### config.mk
export PLATFORM = sky130hd
export DESIGN_NAME = tile_engine_flat
export DESIGN_NICKNAME = d
export VERILOG_FILES = /design/src/rtl/tile_engine_pkg.sv /design/src/rtl/tile_engine_if.sv /design/src/rtl/tile_mac_unit.sv /design/src/rtl/tile_engine.sv /design/src/flat_wrapper.sv
export SDC_FILE = /design/constraint.sdc
export NUM_CORES = 1
export LEC_CHECK = 0
export CAP_MARGIN = 40
export CORE_MARGIN = 2
export CORE_UTILIZATION = 50
export DETAILED_ROUTE_END_ITERATION = 7
export PLACE_DENSITY = 0.78
export SKIP_CTS_REPAIR_TIMING = 1
export SLEW_MARGIN = 0
export SYNTH_ARGS = -nofsm -noshare
export SYNTH_HDL_FRONTEND = slang
export SYNTH_HIERARCHICAL = 1
export SYNTH_SLANG_ARGS = --single-unit
### constraint.sdc
create_clock -name clk -period 5.5 [get_ports clk]
set_input_delay 0.825 -clock clk [delete_from_list [all_inputs] [get_ports clk]]
set_output_delay 0.825 -clock clk [all_outputs]
set_load 0.02 [all_outputs]
### src/rtl/tile_engine_pkg.sv
// Shared types and helpers for the tile engine: op codes, FSM states and the
// shift-then-saturate function used by the arithmetic stage.
package tile_pkg;

    typedef enum logic [2:0] {
        OpMul    = 3'd0,
        OpAdd    = 3'd1,
        OpSub    = 3'd2,
        OpMax    = 3'd3,
        OpMatmul = 3'd4
    } op_e;

    typedef enum logic [1:0] {
        StIdle,
        StIssue,
        StDrain,
        StDone
    } state_e;

    localparam int unsigned SatW = 64;

    function automatic logic op_legal(input logic [2:0] code);
        return code <= 3'd4;
    endfunction

    // Arithmetic right shift, then clamp to a signed dw-bit range.
    function automatic logic signed [SatW-1:0] sat_dw(input logic signed [SatW-1:0] acc,
                                                      input logic [4:0] shift,
                                                      input int unsigned dw);
        logic signed [SatW-1:0] val;
        logic signed [SatW-1:0] hi;
        logic signed [SatW-1:0] lo;
        val = acc >>> shift;
        hi  = 64'sd1 <<< (dw - 1);
        hi  = hi - 64'sd1;
        lo  = -hi - 64'sd1;
        if (val > hi) begin
            val = hi;
        end else if (val < lo) begin
            val = lo;
        end
        return val;
    endfunction

endpackage

### src/rtl/tile_engine_if.sv
// Host control, status and SRAM A/B/C signals of the tile engine; the engine
// connects through the slave modport, the host/SRAM side through master.
interface tile_engine_if #(
    parameter int unsigned MAT_DIM = 32,
    parameter int unsigned TILE    = 4,
    parameter int unsigned DW      = 8
);
    localparam int unsigned AW  = $clog2(MAT_DIM * MAT_DIM);
    localparam int unsigned TIW = $clog2(MAT_DIM / TILE);

    logic                  start;
    logic [TIW-1:0]        tile_i;
    logic [TIW-1:0]        tile_j;
    logic [2:0]            op_code;
    logic [4:0]            out_shift;
    logic [AW-1:0]         sram_A_addr;
    logic signed [DW-1:0]  sram_A_dout;
    logic [AW-1:0]         sram_B_addr;
    logic signed [DW-1:0]  sram_B_dout;
    logic                  sram_C_we;
    logic [AW-1:0]         sram_C_addr;
    logic signed [DW-1:0]  sram_C_din;
    logic                  busy;
    logic                  done;
    logic                  err;

    modport master (
        output start, tile_i, tile_j, op_code, out_shift, sram_A_dout, sram_B_dout,
        input  sram_A_addr, sram_B_addr, sram_C_we, sram_C_addr, sram_C_din, busy, done, err
    );

    modport slave (
        input  start, tile_i, tile_j, op_code, out_shift, sram_A_dout, sram_B_dout,
        output sram_A_addr, sram_B_addr, sram_C_we, sram_C_addr, sram_C_din, busy, done, err
    );

endinterface

### src/rtl/tile_mac_unit.sv
// Arithmetic stage: element-wise ops or multiply-accumulate over k, then
// shift and saturate; registers one C write per last-k beat.
module tile_mac_unit
    import tile_pkg::*;
#(
    parameter int unsigned DW   = 8,
    parameter int unsigned ACCW = 24,
    parameter int unsigned AW   = 10
) (
    input  logic                 clk,
    input  logic                 rst_n,
    input  logic                 valid_i,
    input  logic                 first_i,
    input  logic                 last_i,
    input  op_e                  op_i,
    input  logic [4:0]           shift_i,
    input  logic [AW-1:0]        caddr_i,
    input  logic signed [DW-1:0] a_i,
    input  logic signed [DW-1:0] b_i,
    output logic                 we_o,
    output logic [AW-1:0]        addr_o,
    output logic signed [DW-1:0] din_o
);

    logic signed [ACCW-1:0] a_x, b_x, prod, sum, val, acc_q, acc_d;
    logic [4:0]             sh;
    logic                   we_q, we_d;
    logic [AW-1:0]          addr_q, addr_d;
    logic signed [DW-1:0]   din_q, din_d;

    always_comb begin
        a_x  = {{(ACCW-DW){a_i[DW-1]}}, a_i};
        b_x  = {{(ACCW-DW){b_i[DW-1]}}, b_i};
        prod = a_x * b_x;
        sum  = prod;
        if (!first_i) begin
            sum = acc_q + prod;
        end
        acc_d = acc_q;
        if (valid_i) begin
            acc_d = sum;
        end
        val = prod;
        sh  = shift_i;
        case (op_i)
            OpAdd:    begin val = a_x + b_x;                  sh = '0; end
            OpSub:    begin val = a_x - b_x;                  sh = '0; end
            OpMax:    begin val = (a_x > b_x) ? a_x : b_x;    sh = '0; end
            OpMatmul: val = sum;
            default:  val = prod;
        endcase
        we_d   = valid_i & last_i;
        addr_d = caddr_i;
        din_d  = DW'(sat_dw({{(SatW-ACCW){val[ACCW-1]}}, val}, sh, DW));
    end

    always_ff @(posedge clk or negedge rst_n) begin
        if (!rst_n) begin
            acc_q  <= '0;
            we_q   <= 1'b0;
            addr_q <= '0;
            din_q  <= '0;
        end else begin
            acc_q  <= acc_d;
            we_q   <= we_d;
            addr_q <= addr_d;
            din_q  <= din_d;
        end
    end

    assign we_o   = we_q;
    assign addr_o = addr_q;
    assign din_o  = din_q;

endmodule

### src/rtl/tile_engine.sv
// Tile processor top: walks one TILE x TILE output tile, issuing one A/B read
// pair per cycle and tagging each through an RD_LAT-deep pipe to the MAC stage.
module tile_engine
    import tile_pkg::*;
#(
    parameter int unsigned MAT_DIM = 32,
    parameter int unsigned TILE    = 4,
    parameter int unsigned DW      = 8,
    parameter int unsigned ACCW    = 24,
    parameter int unsigned RD_LAT  = 1
) (
    input logic         clk,
    input logic         rst_n,
    tile_engine_if.slave bus
);

    localparam int unsigned AW  = $clog2(MAT_DIM * MAT_DIM);
    localparam int unsigned TIW = $clog2(MAT_DIM / TILE);
    localparam int unsigned TCW = $clog2(TILE);
    localparam int unsigned KW  = $clog2(MAT_DIM);

    state_e          state_q, state_d;
    logic [TIW-1:0]  ti_q, ti_d, tj_q, tj_d;
    op_e             op_q, op_d;
    logic [4:0]      shift_q, shift_d;
    logic            err_q, err_d;
    logic [TCW-1:0]  r_q, r_d, c_q, c_d;
    logic [KW-1:0]   k_q, k_d;
    logic            mm, last_k, last_pair, issue;
    logic [AW-1:0]   c_addr;

    logic [RD_LAT-1:0] pv_q, pf_q, pl_q;
    logic [AW-1:0]     pa_q [RD_LAT];

    // Power-of-two sizes make row*MAT_DIM + col a plain concatenation.
    always_comb begin
        mm        = (op_q == OpMatmul);
        last_k    = !mm || (k_q == KW'(MAT_DIM - 1));
        last_pair = last_k && (r_q == TCW'(TILE - 1)) && (c_q == TCW'(TILE - 1));
        issue     = (state_q == StIssue);
        c_addr    = {ti_q, r_q, tj_q, c_q};
    end

    assign bus.sram_A_addr = mm ? {ti_q, r_q, k_q} : c_addr;
    assign bus.sram_B_addr = mm ? {k_q, tj_q, c_q} : c_addr;
    assign bus.busy        = (state_q == StIssue) || (state_q == StDrain);
    assign bus.done        = (state_q == StDone);
    assign bus.err         = (state_q == StDone) && err_q;

    always_comb begin
        state_d = state_q;
        ti_d    = ti_q;
        tj_d    = tj_q;
        op_d    = op_q;
        shift_d = shift_q;
        err_d   = err_q;
        r_d     = r_q;
        c_d     = c_q;
        k_d     = k_q;
        unique case (state_q)
            StIdle: begin
                if (bus.start) begin
                    if (op_legal(bus.op_code)) begin
                        state_d = StIssue;
                        ti_d    = bus.tile_i;
                        tj_d    = bus.tile_j;
                        op_d    = op_e'(bus.op_code);
                        shift_d = bus.out_shift;
                        err_d   = 1'b0;
                        r_d     = '0;
                        c_d     = '0;
                        k_d     = '0;
                    end else begin
                        state_d = StDone;
                        err_d   = 1'b1;
                    end
                end
            end
            StIssue: begin
                if (last_pair) begin
                    state_d = StDrain;
                end else if (last_k) begin
                    k_d = '0;
                    if (c_q == TCW'(TILE - 1)) begin
                        c_d = '0;
                        r_d = r_q + 1'b1;
                    end else begin
                        c_d = c_q + 1'b1;
                    end
                end else begin
                    k_d = k_q + 1'b1;
                end
            end
            StDrain: begin
                // Pipe empty means the final result is on the C port this cycle.
                if (pv_q == '0) begin
                    state_d = StDone;
                end
            end
            StDone:  state_d = StIdle;
            default: state_d = StIdle;
        endcase
    end

    always_ff @(posedge clk or negedge rst_n) begin
        if (!rst_n) begin
            state_q <= StIdle;
            ti_q    <= '0;
            tj_q    <= '0;
            op_q    <= OpMul;
            shift_q <= '0;
            err_q   <= 1'b0;
            r_q     <= '0;
            c_q     <= '0;
            k_q     <= '0;
        end else begin
            state_q <= state_d;
            ti_q    <= ti_d;
            tj_q    <= tj_d;
            op_q    <= op_d;
            shift_q <= shift_d;
            err_q   <= err_d;
            r_q     <= r_d;
            c_q     <= c_d;
            k_q     <= k_d;
        end
    end

    always_ff @(posedge clk or negedge rst_n) begin
        if (!rst_n) begin
            pv_q <= '0;
            pf_q <= '0;
            pl_q <= '0;
            for (int i = 0; i < RD_LAT; i++) begin
                pa_q[i] <= '0;
            end
        end else begin
            pv_q[0] <= issue;
            pf_q[0] <= (k_q == '0);
            pl_q[0] <= last_k;
            pa_q[0] <= c_addr;
            for (int i = 1; i < RD_LAT; i++) begin
                pv_q[i] <= pv_q[i-1];
                pf_q[i] <= pf_q[i-1];
                pl_q[i] <= pl_q[i-1];
                pa_q[i] <= pa_q[i-1];
            end
        end
    end

    tile_mac_unit #(
        .DW   (DW),
        .ACCW (ACCW),
        .AW   (AW)
    ) u_mac (
        .clk     (clk),
        .rst_n   (rst_n),
        .valid_i (pv_q[RD_LAT-1]),
        .first_i (pf_q[RD_LAT-1]),
        .last_i  (pl_q[RD_LAT-1]),
        .op_i    (op_q),
        .shift_i (shift_q),
        .caddr_i (pa_q[RD_LAT-1]),
        .a_i     (bus.sram_A_dout),
        .b_i     (bus.sram_B_dout),
        .we_o    (bus.sram_C_we),
        .addr_o  (bus.sram_C_addr),
        .din_o   (bus.sram_C_din)
    );

endmodule

### src/flat_wrapper.sv
// flat-port wrapper written by rule: the top's interface ports become plain ports
module tile_engine_flat import tile_pkg::*;
#(
    parameter int unsigned MAT_DIM = 32,
    parameter int unsigned TILE    = 4,
    parameter int unsigned DW      = 8,
    parameter int unsigned ACCW    = 24,
    parameter int unsigned RD_LAT  = 1
)
  (clk, rst_n, bus_start, bus_tile_i, bus_tile_j, bus_op_code, bus_out_shift, bus_sram_A_dout, bus_sram_B_dout, bus_sram_A_addr, bus_sram_B_addr, bus_sram_C_we, bus_sram_C_addr, bus_sram_C_din, bus_busy, bus_done, bus_err);
  tile_engine_if #(.MAT_DIM(MAT_DIM), .TILE(TILE), .DW(DW)) bus_i ();
  input logic clk;
  input logic rst_n;
  input wire logic [$bits(bus_i.start)-1:0] bus_start;
  input wire logic [$bits(bus_i.tile_i)-1:0] bus_tile_i;
  input wire logic [$bits(bus_i.tile_j)-1:0] bus_tile_j;
  input wire logic [$bits(bus_i.op_code)-1:0] bus_op_code;
  input wire logic [$bits(bus_i.out_shift)-1:0] bus_out_shift;
  input wire logic [$bits(bus_i.sram_A_dout)-1:0] bus_sram_A_dout;
  input wire logic [$bits(bus_i.sram_B_dout)-1:0] bus_sram_B_dout;
  output wire logic [$bits(bus_i.sram_A_addr)-1:0] bus_sram_A_addr;
  output wire logic [$bits(bus_i.sram_B_addr)-1:0] bus_sram_B_addr;
  output wire logic [$bits(bus_i.sram_C_we)-1:0] bus_sram_C_we;
  output wire logic [$bits(bus_i.sram_C_addr)-1:0] bus_sram_C_addr;
  output wire logic [$bits(bus_i.sram_C_din)-1:0] bus_sram_C_din;
  output wire logic [$bits(bus_i.busy)-1:0] bus_busy;
  output wire logic [$bits(bus_i.done)-1:0] bus_done;
  output wire logic [$bits(bus_i.err)-1:0] bus_err;
  assign bus_i.start = bus_start;
  assign bus_i.tile_i = bus_tile_i;
  assign bus_i.tile_j = bus_tile_j;
  assign bus_i.op_code = bus_op_code;
  assign bus_i.out_shift = bus_out_shift;
  assign bus_i.sram_A_dout = bus_sram_A_dout;
  assign bus_i.sram_B_dout = bus_sram_B_dout;
  assign bus_sram_A_addr = bus_i.sram_A_addr;
  assign bus_sram_B_addr = bus_i.sram_B_addr;
  assign bus_sram_C_we = bus_i.sram_C_we;
  assign bus_sram_C_addr = bus_i.sram_C_addr;
  assign bus_sram_C_din = bus_i.sram_C_din;
  assign bus_busy = bus_i.busy;
  assign bus_done = bus_i.done;
  assign bus_err = bus_i.err;
  tile_engine #(.MAT_DIM(MAT_DIM), .TILE(TILE), .DW(DW), .ACCW(ACCW), .RD_LAT(RD_LAT)) u_core (.clk(clk), .rst_n(rst_n), .bus(bus_i));
endmodule
==> metrics, run 1 <==
status complete, but fails checks; failing checks negative setup slack; Post-Route Skew 0.0124 ns; fill count about 1.5k; Port-buffer cells 74; Pins Over Slew Limit 0; die span in y 150 µm; commonest cells in the netlist 126 x inv_1, 101 x nor2_1, 96 x nand2_1, 83 x ha_1; post-route ant nets 0; Tightest Pin Transition 0.878 ns; Worst R2R Start u_core/u_mac/acc_q[0]$_DFFE_PN0P_; first-pass GRT wire length between 50000 and 60000 µm; CP top delay family adder cells; clk sinks 82; Final WS setup -2.28 ns; sequential element share of the synthesized area about 19%; die area roughly 22000 µm²; final period utilization 141%; Synth top area share approximately a fifth; RSZ-0062 raised after global routing true; Site Rows 53; async set-reset flop share out of synthesis 100%; GRT Util Overall 31.2%; Skew-Pair Late Insertion Delay 0.35 ns; # Max-Cap Violations 0; Crit Path Max Fanout 7; Mapped Area 10600 µm²; Cells after Synth 1263; Worst Hold Class input pin to async pin; Routed WL per cell between 20 and 25 µm; fin crit period 7.78 ns; total global routing overflow 0; synth unique cells 103; placed instance area 14000 µm²; hpwl dp 27600 µm; Clk pin slew, worst setup/hold paths 0.08 ns; Bufs on Longest Clock Path 2; Reg2Reg Depth 16; share of cells above drive strength 1 37.0%; H-tree Lvls 3; DRT iter0 DRCs roughly 1.0k; Synth Register Bits 82; RePlAce Congestion 0.959; worst path buffer plus inverter count 7; io pins 75; arrival time worst endpoint 8.01 ns; wirelength, routed 38000 µm; Core Util, Final 73.2%; dominant synthesized flop cell dfrtp_1; fmax 0.129 GHz; Layout area overhead 44.6%; Pre-Repair DR Iteration Count 8; Finished Cell Area 15300 µm²; count leader, synth inv_1; CP Launch Type input pin; Avg Vias per Cell between 6 and 7; Finish-stage setup viols 22; drt drc 0; fin nets ~1.8k; Critical Path Slowest Stage Cell fa_1; post-synth top area cell dfrtp_1; register area 2050 µm²; crit end category flip-flop; root buf cell clkbuf_16; Horiz. Die Dim 150 µm; Setup Total Neg Slack -24.33 ns; area occupied by multi-input gates 9030 µm²; Ys Warns 6; syn_area_per_cell between 8 and 9 µm²; CTS tree done; n_diodes 0; WS Path Type input pin to flip-flop; Initial Util about 50%; capture point of the worst reg-to-reg path u_core/u_mac/din_o[1]$_DFF_PN0_; Area contributors post-synth dfrtp_1 19%, fa_1 11%, ha_1 9.8%; Critical Path RT 5.73 ns; Num CTS Buffers 9; vias in the first global route ~11k; EDFF count, synth 0; via count between 10k and 15k; R2R setup slack 0.88 ns; Syn Nets 1437; core footprint 21000 µm²; initial antenna violation count 0; CP max stage delay 0.54 ns; relative slew slack 41.3%; CP most frequent cell fa_1; largest net degree at the start of global routing 66; final hold violations 0
worst max-delay path by stage:
stage          slack (ns)  cells past startpoint               start                              end
2_1_floorplan       -2.12                     29  bus_sram_B_dout[7]  u_core/u_mac/din_o[1]$_DFF_PN0_
3_3_place_gp        -3.08                     28  bus_sram_B_dout[4]  u_core/u_mac/din_o[2]$_DFF_PN0_
3_5_place_dp        -3.25                     29  bus_sram_A_dout[7]  u_core/u_mac/din_o[2]$_DFF_PN0_
4_1_cts             -2.91                     30  bus_sram_B_dout[7]  u_core/u_mac/din_o[2]$_DFF_PN0_
5_1_grt             -2.56                     33  bus_sram_B_dout[7]  u_core/u_mac/din_o[1]$_DFF_PN0_
6_report            -2.28                     32  bus_sram_A_dout[5]  u_core/u_mac/din_o[1]$_DFF_PN0_
through the flow:
stage / cells / hold WS [ns] / setup slack [ns]
2_1_floorplan: 1263 / 0.331 / -2.12
3_3_place_gp: 1830 / 0.333 / -3.08
3_5_place_dp: 1833 / 0.336 / -3.25
4_1_cts: 1849 / 0.319 / -2.91
5_1_grt: 1883 / 0.323 / -2.56
6_report: 1883 / 0.320 / -2.28
routing by layer:
layer  wire (µm)  part of all wire [%]  up-vias  GRT usage, %
li1            -                     -     5279             -
met1       14900                    39     5628          39.9
met2       19100                    50      525          54.4
met3        2530                   6.6      140          4.60
met4        1570                   4.1        0          9.81
met5           0                     0        -             0
state kept, by name, indices dropped and copies added, names as in the netlist, 3 cells and up:
register	cells
u_core/u_mac/din_o	8
u_core/u_mac/addr_o	10
u_core/pa_q	10
u_core/ti_q	3
u_core/u_mac/acc_q	24
u_core/tj_q	3
u_core/shift_q	5
u_core/op_q	3
u_core/k_q	5
placed cells by master, fill, tap and decap left out, types with 28 or more instances in the layout:
cell type        count
buf_4              278
fa_1                54
o21ai_0             47
a21oi_1             61
dfrtp_1             82
clkdlybuf4s50_1     57
nand3_1             29
nor2_1              85
nand2_1             89
mux2_2              32
and2_1              28
inv_1              105
ha_1                55
kinds of logic (layout without fill, tap and decap cells):
kind of cell / Yosys count / in the layout / synth area share (%)
flops: 82 / 82 / 19.3
fa+ha+maj: 141 / 141 / 20.7
compound gates: 385 / 385 / 25.9
mux: 60 / 60 / 6.05
buf+inv: 175 / 520 / 6.35
xor+xnor: 25 / 25 / 2.19
simple gates: 395 / 395 / 19.4
cell type report:
class / count / share of cell area, %
inverters: 128 / 3.19
flip-flops and latches: 82 / 13.4
clock buffers: 10 / 1.49
repair buffers: 376 / 20.5
multi-input cells: 1006 / 58.9
well taps: 275 / 2.24
clock inverters: 6 / 0.335
Power of run 1 is left out: the tool's default activity adds up to more than one toggle a clock period on the data nets, which glitch-free logic cannot reach.
==> run 2: changes to the inputs <==
clock period = 8.8 ns   (was 5.5 ns; I/O delays follow)
==> metrics, run 2 (synthesis results as in run 1) <==
final hold violations 0 (unchanged); Layout area overhead 32.5%; Pre-Repair DR Iteration Count 6 (-2); DRT iter0 DRCs 1051 (+2.5%); root buf cell clkbuf_16; CP max stage delay 0.57 ns (+0.03 ns); Pins Over Slew Limit 0 (unchanged); n_diodes 0 (unchanged); die area 22400 µm² (unchanged); WS Path Type input pin to flip-flop; Finish-stage setup viols 0 (-100%); Initial Util 50.6% (unchanged); # Max-Cap Violations 0 (unchanged); max reg flops 24 (unchanged); Crit Path Max Fanout 7 (unchanged); clk sinks 82 (unchanged); Skew-Pair Late Insertion Delay 0.36 ns (about the same); Top Usage Layer GRT met2; Post-Route Skew 0.0149 ns (+0.00253 ns); fill count 1695 (+14%); share of cells above drive strength 1 26.0% (-11 points); commonest non-fill, non-tap cell in the layout buf_4; crit end category flip-flop; CTS tree done; Critical Path Slowest Stage Cell fa_1; Site Rows 53 (unchanged); grt met1 use 38.0% (-1.8 points); most frequent cells in the layout 223 x buf_4, 124 x inv_1, 95 x nand2_1; first-pass GRT wire length 54900 µm (-2.2%); arrival time worst endpoint 8.81 ns (+0.80 ns); wirelength, routed 34800 µm (-8.4%); Avg Vias per Cell 6.15 (+0.14%); placed instance area 13100 µm² (-6.0%); Largest Register u_core/u_mac/acc_q; CP Launch Type input pin; Finished Layout Cells 1808 (-4.0%); H-tree Lvls 3 (unchanged); vias in the first global route 11.1k (-1.9%); fin nets 1702 (-4.2%); Core Util, Final 67.1% (-6.1 points); Setup Total Neg Slack 0 ns (+24.33 ns); post-route ant nets 0 (unchanged); final period utilization between 90% and 100%; Horiz. Die Dim 150 µm (unchanged); fmax 0.116 GHz; RePlAce Congestion 0.958 (about the same); core footprint 21000 µm² (unchanged); GRT met2 Usage 52.5% (-1.9 points); status finished clean; die span in y 150 µm (unchanged); GRT Util Overall 30.3% (-0.91 points); Port-buffer cells 74 (unchanged); total global routing overflow 0 (unchanged); Inst Count DP 1774 (-3.2%); via count 11.1k (-3.8%); initial antenna violation count 0 (unchanged); io pins 75 (unchanged); fin crit period 8.59 ns; Critical Path RT 9.02 ns (+3.29 ns); Clk pin slew, worst setup/hold paths 0.06 ns (-0.02 ns); GR Util met3 5.03% (+0.43 points); Worst Hold Class flip-flop to flip-flop; Num CTS Buffers 9 (unchanged); Tightest Pin Transition 0.894 ns (+0.0159 ns); Routed WL per cell 19.3 µm (-4.6%); largest net degree at the start of global routing 69 (+4.5%); drt drc 0 (unchanged); relative slew slack 40.2% (-1.1 points); Finished Cell Area 14100 µm² (-8.3%); Bufs on Longest Clock Path 2 (unchanged); hpwl dp 26300 µm (-4.7%)
## run 2: worst paths after layout
path                                                   start  cells after the start                            endpoint  slack [ns]
setup / recovery                          bus_sram_A_dout[7]                     32     u_core/u_mac/din_o[6]$_DFF_PN0_        0.21
hold / removal                      u_core/pa_q[9]$_DFF_PN0_                      0    u_core/u_mac/addr_o[9]$_DFF_PN0_        0.35
setup reg to reg           u_core/u_mac/acc_q[0]$_DFFE_PN0P_                     15     u_core/u_mac/din_o[6]$_DFF_PN0_        4.16
hold reg to reg                     u_core/pa_q[9]$_DFF_PN0_                      0    u_core/u_mac/addr_o[9]$_DFF_PN0_        0.35
max in group asynchronous                              rst_n                      3     u_core/u_mac/din_o[6]$_DFF_PN0_        7.24
min in group asynchronous                              rst_n                      1  u_core/u_mac/acc_q[22]$_DFFE_PN0P_        0.78
## run 2: cell type report
type	instances	area, µm²	share of cell area [%]
multi-input combinational	1006	8340	59.4
inverter	128	480	3.42
clock inverter	7	68.8	0.490
clock buffer	9	225	1.60
tap	275	344	2.45
timing repair buffer	301	2540	18.1
sequential	82	2050	14.6
## run 2: per-layer routing
layer	part of all wire (%)	vias to the layer above
met3	6.5	113
met2	49	459
li1	-	5116
met5	0	-
met4	3.7	0
met1	40	5439
## run 2: metrics by stage
step	hold WS [ns]	setup WS [ns]
floorplan	0.331	0.101
CTS	0.350	-0.199
global placement	0.334	-0.520
finish	0.350	0.214
global route	0.361	-0.0955
detailed placement	0.336	-0.554
## run 2: worst max-delay path, delay by kind of cell
family	cells	cell delay, ns
AO/OA/AOI/OAI	14	3.01
XOR/XNOR	2	0.52
adder cells (fa/ha/maj)	6	2.67
buffers and inverters	8	0.90
AND/OR/NAND/NOR	2	0.37
Power of run 2 is left out for the same reason.
==> run 3: changes to the inputs <==
GPL_ROUTABILITY_DRIVEN = 0   (was not set)
clock period = 9.95 ns   (was 8.8 ns; I/O delays follow)
==> metrics, run 3 (synthesis results as in run 1) <==
Worst R2R Start u_core/u_mac/acc_q[0]$_DFFE_PN0P_; Clk pin slew, worst setup/hold paths 0.08 ns (+0.02 ns); crit end category flip-flop; Avg Vias per Cell 6.27 (+1.9%); Layout area overhead 14.8%; Post-Route Skew 0.0197 ns (+0.00483 ns); Tightest Pin Transition 0.910 ns (+0.0155 ns); clk sinks 82 (unchanged); root buf cell clkbuf_16; Setup Total Neg Slack 0 ns (unchanged); most frequent cells in the layout 126 x inv_1, 100 x nor2_1, 96 x nand2_1; Skew-Pair Late Insertion Delay 0.36 ns (about the same); DRT iter0 DRCs 1114 (+6.0%); io pins 75 (unchanged); max reg flops 24 (unchanged); hpwl dp 23200 µm (-12%); share of cells above drive strength 1 11.5% (-14 points); CP Launch Type input pin; vias in the first global route 9994 (-10%); Core Util, Final 58.1% (-9.0 points); die span in y 150 µm (unchanged); wirelength, routed 30100 µm (-14%); relative slew slack 39.4% (-0.83 points); drt drc 0 (unchanged); status finished clean; fin crit period 9.56 ns; Worst Hold Class flip-flop to flip-flop; initial antenna violation count 0 (unchanged); Hold Path Stages 0 (unchanged); Crit Path Max Fanout 18 (+11); CTS tree done; capture point of the worst reg-to-reg path u_core/u_mac/din_o[1]$_DFF_PN0_; worst path buffer plus inverter count 7 (-1); n_diodes 0 (unchanged); first-pass GRT wire length 49200 µm (-10%); Pre-Repair DR Iteration Count 6 (unchanged); # Max-Cap Violations 0 (unchanged); CP most frequent cell inv_1; Reg2Reg Depth 15 (unchanged); Initial Util 50.6% (unchanged); Num CTS Buffers 9 (unchanged); CP top delay family compound AO/OA/AOI/OAI gates; post-route ant nets 0 (unchanged); Routed WL per cell 18.6 µm (-3.4%); commonest non-fill, non-tap cell in the layout inv_1; die area 22400 µm² (unchanged); GRT Util Overall 27.1% (-3.2 points); CP max stage delay 0.63 ns (+0.06 ns); Bufs on Longest Clock Path 2 (unchanged); Largest Register u_core/u_mac/acc_q; final period utilization 96.0%; fin nets 1513 (-11%); fmax approximately 0.10 GHz; Pins Over Slew Limit 0 (unchanged); H-tree Lvls 3 (unchanged); Worst Hold Launch u_core/pa_q[3]$_DFF_PN0_; Critical Path RT 10.18 ns (+1.16 ns); Port-buffer cells 74 (unchanged); WS Path Type input pin to flip-flop; Site Rows 53 (unchanged); Horiz. Die Dim 150 µm (unchanged); Critical Path Slowest Stage Cell fa_1; core footprint 21000 µm² (unchanged); Finish-stage setup viols 0 (unchanged); Worst Hold Path EP u_core/u_mac/addr_o[3]$_DFF_PN0_; largest net degree at the start of global routing 68 (-1.4%); total global routing overflow 0 (unchanged); R2R setup slack 5.22 ns (+1.06 ns); arrival time worst endpoint 9.79 ns (+0.98 ns); final hold violations 0 (unchanged); via count 10.2k (-8.7%)
-- run 3: worst register-to-register path, delay by kind of cell, from the launching register on --
| kind | cells | cell delay [ns] |
|---|---|---|
| AO/OA/AOI/OAI | 12 | 3.26 |
| XOR/XNOR | 1 | 0.27 |
| adder cells (fa/ha/maj) | 2 | 0.71 |
| flip-flops | 1 | 0.38 |
-- run 3: how the worst max path moves through the flow --
stage               cells past startpoint  slack, ns                               to                from
global placement                       28       0.18  u_core/u_mac/din_o[5]$_DFF_PN0_  bus_sram_B_dout[4]
global route                           32      -0.03  u_core/u_mac/din_o[1]$_DFF_PN0_  bus_sram_B_dout[4]
finish                                 32       0.39  u_core/u_mac/din_o[1]$_DFF_PN0_  bus_sram_B_dout[4]
CTS                                    28       0.44  u_core/u_mac/din_o[2]$_DFF_PN0_  bus_sram_B_dout[4]
floorplan                              30       1.08  u_core/u_mac/din_o[1]$_DFF_PN0_  bus_sram_A_dout[7]
detailed placement                     28       0.09  u_core/u_mac/din_o[1]$_DFF_PN0_  bus_sram_B_dout[4]
-- run 3: layout make-up --
| class | instances | area (µm²) |
|---|---|---|
| inverters | 128 | 480 |
| clock inverters | 6 | 47.5 |
| flip-flops and latches | 82 | 2050 |
| multi-input cells | 1006 | 7970 |
| clock buffers | 10 | 229 |
| repair buffers | 112 | 1060 |
| well taps | 275 | 344 |
| fillers | 1870 | 8780 |
-- run 3: layer usage --
metal,up-vias,GRT usage (%),share of wire [%]
met5,-,0,0
met3,101,4.60,7.3
met1,4841,35.4,41
met4,0,11.5,3.6
li1,4749,-,-
met2,466,44.5,48
-- run 3: stage by stage --
stage / std cells / setup WS [ns] / instance area [µm²] / hold WS, ns
6_report: 1619 / 0.395 / 12200 / 0.349
3_5_place_dp: 1600 / 0.0900 / 11800 / 0.335
4_1_cts: 1616 / 0.439 / 12100 / 0.350
2_1_floorplan: 1263 / 1.08 / 10600 / 0.331
3_3_place_gp: 1598 / 0.178 / 11800 / 0.334
5_1_grt: 1619 / -0.0279 / 12200 / 0.359
Power of run 3 is left out for the same reason.
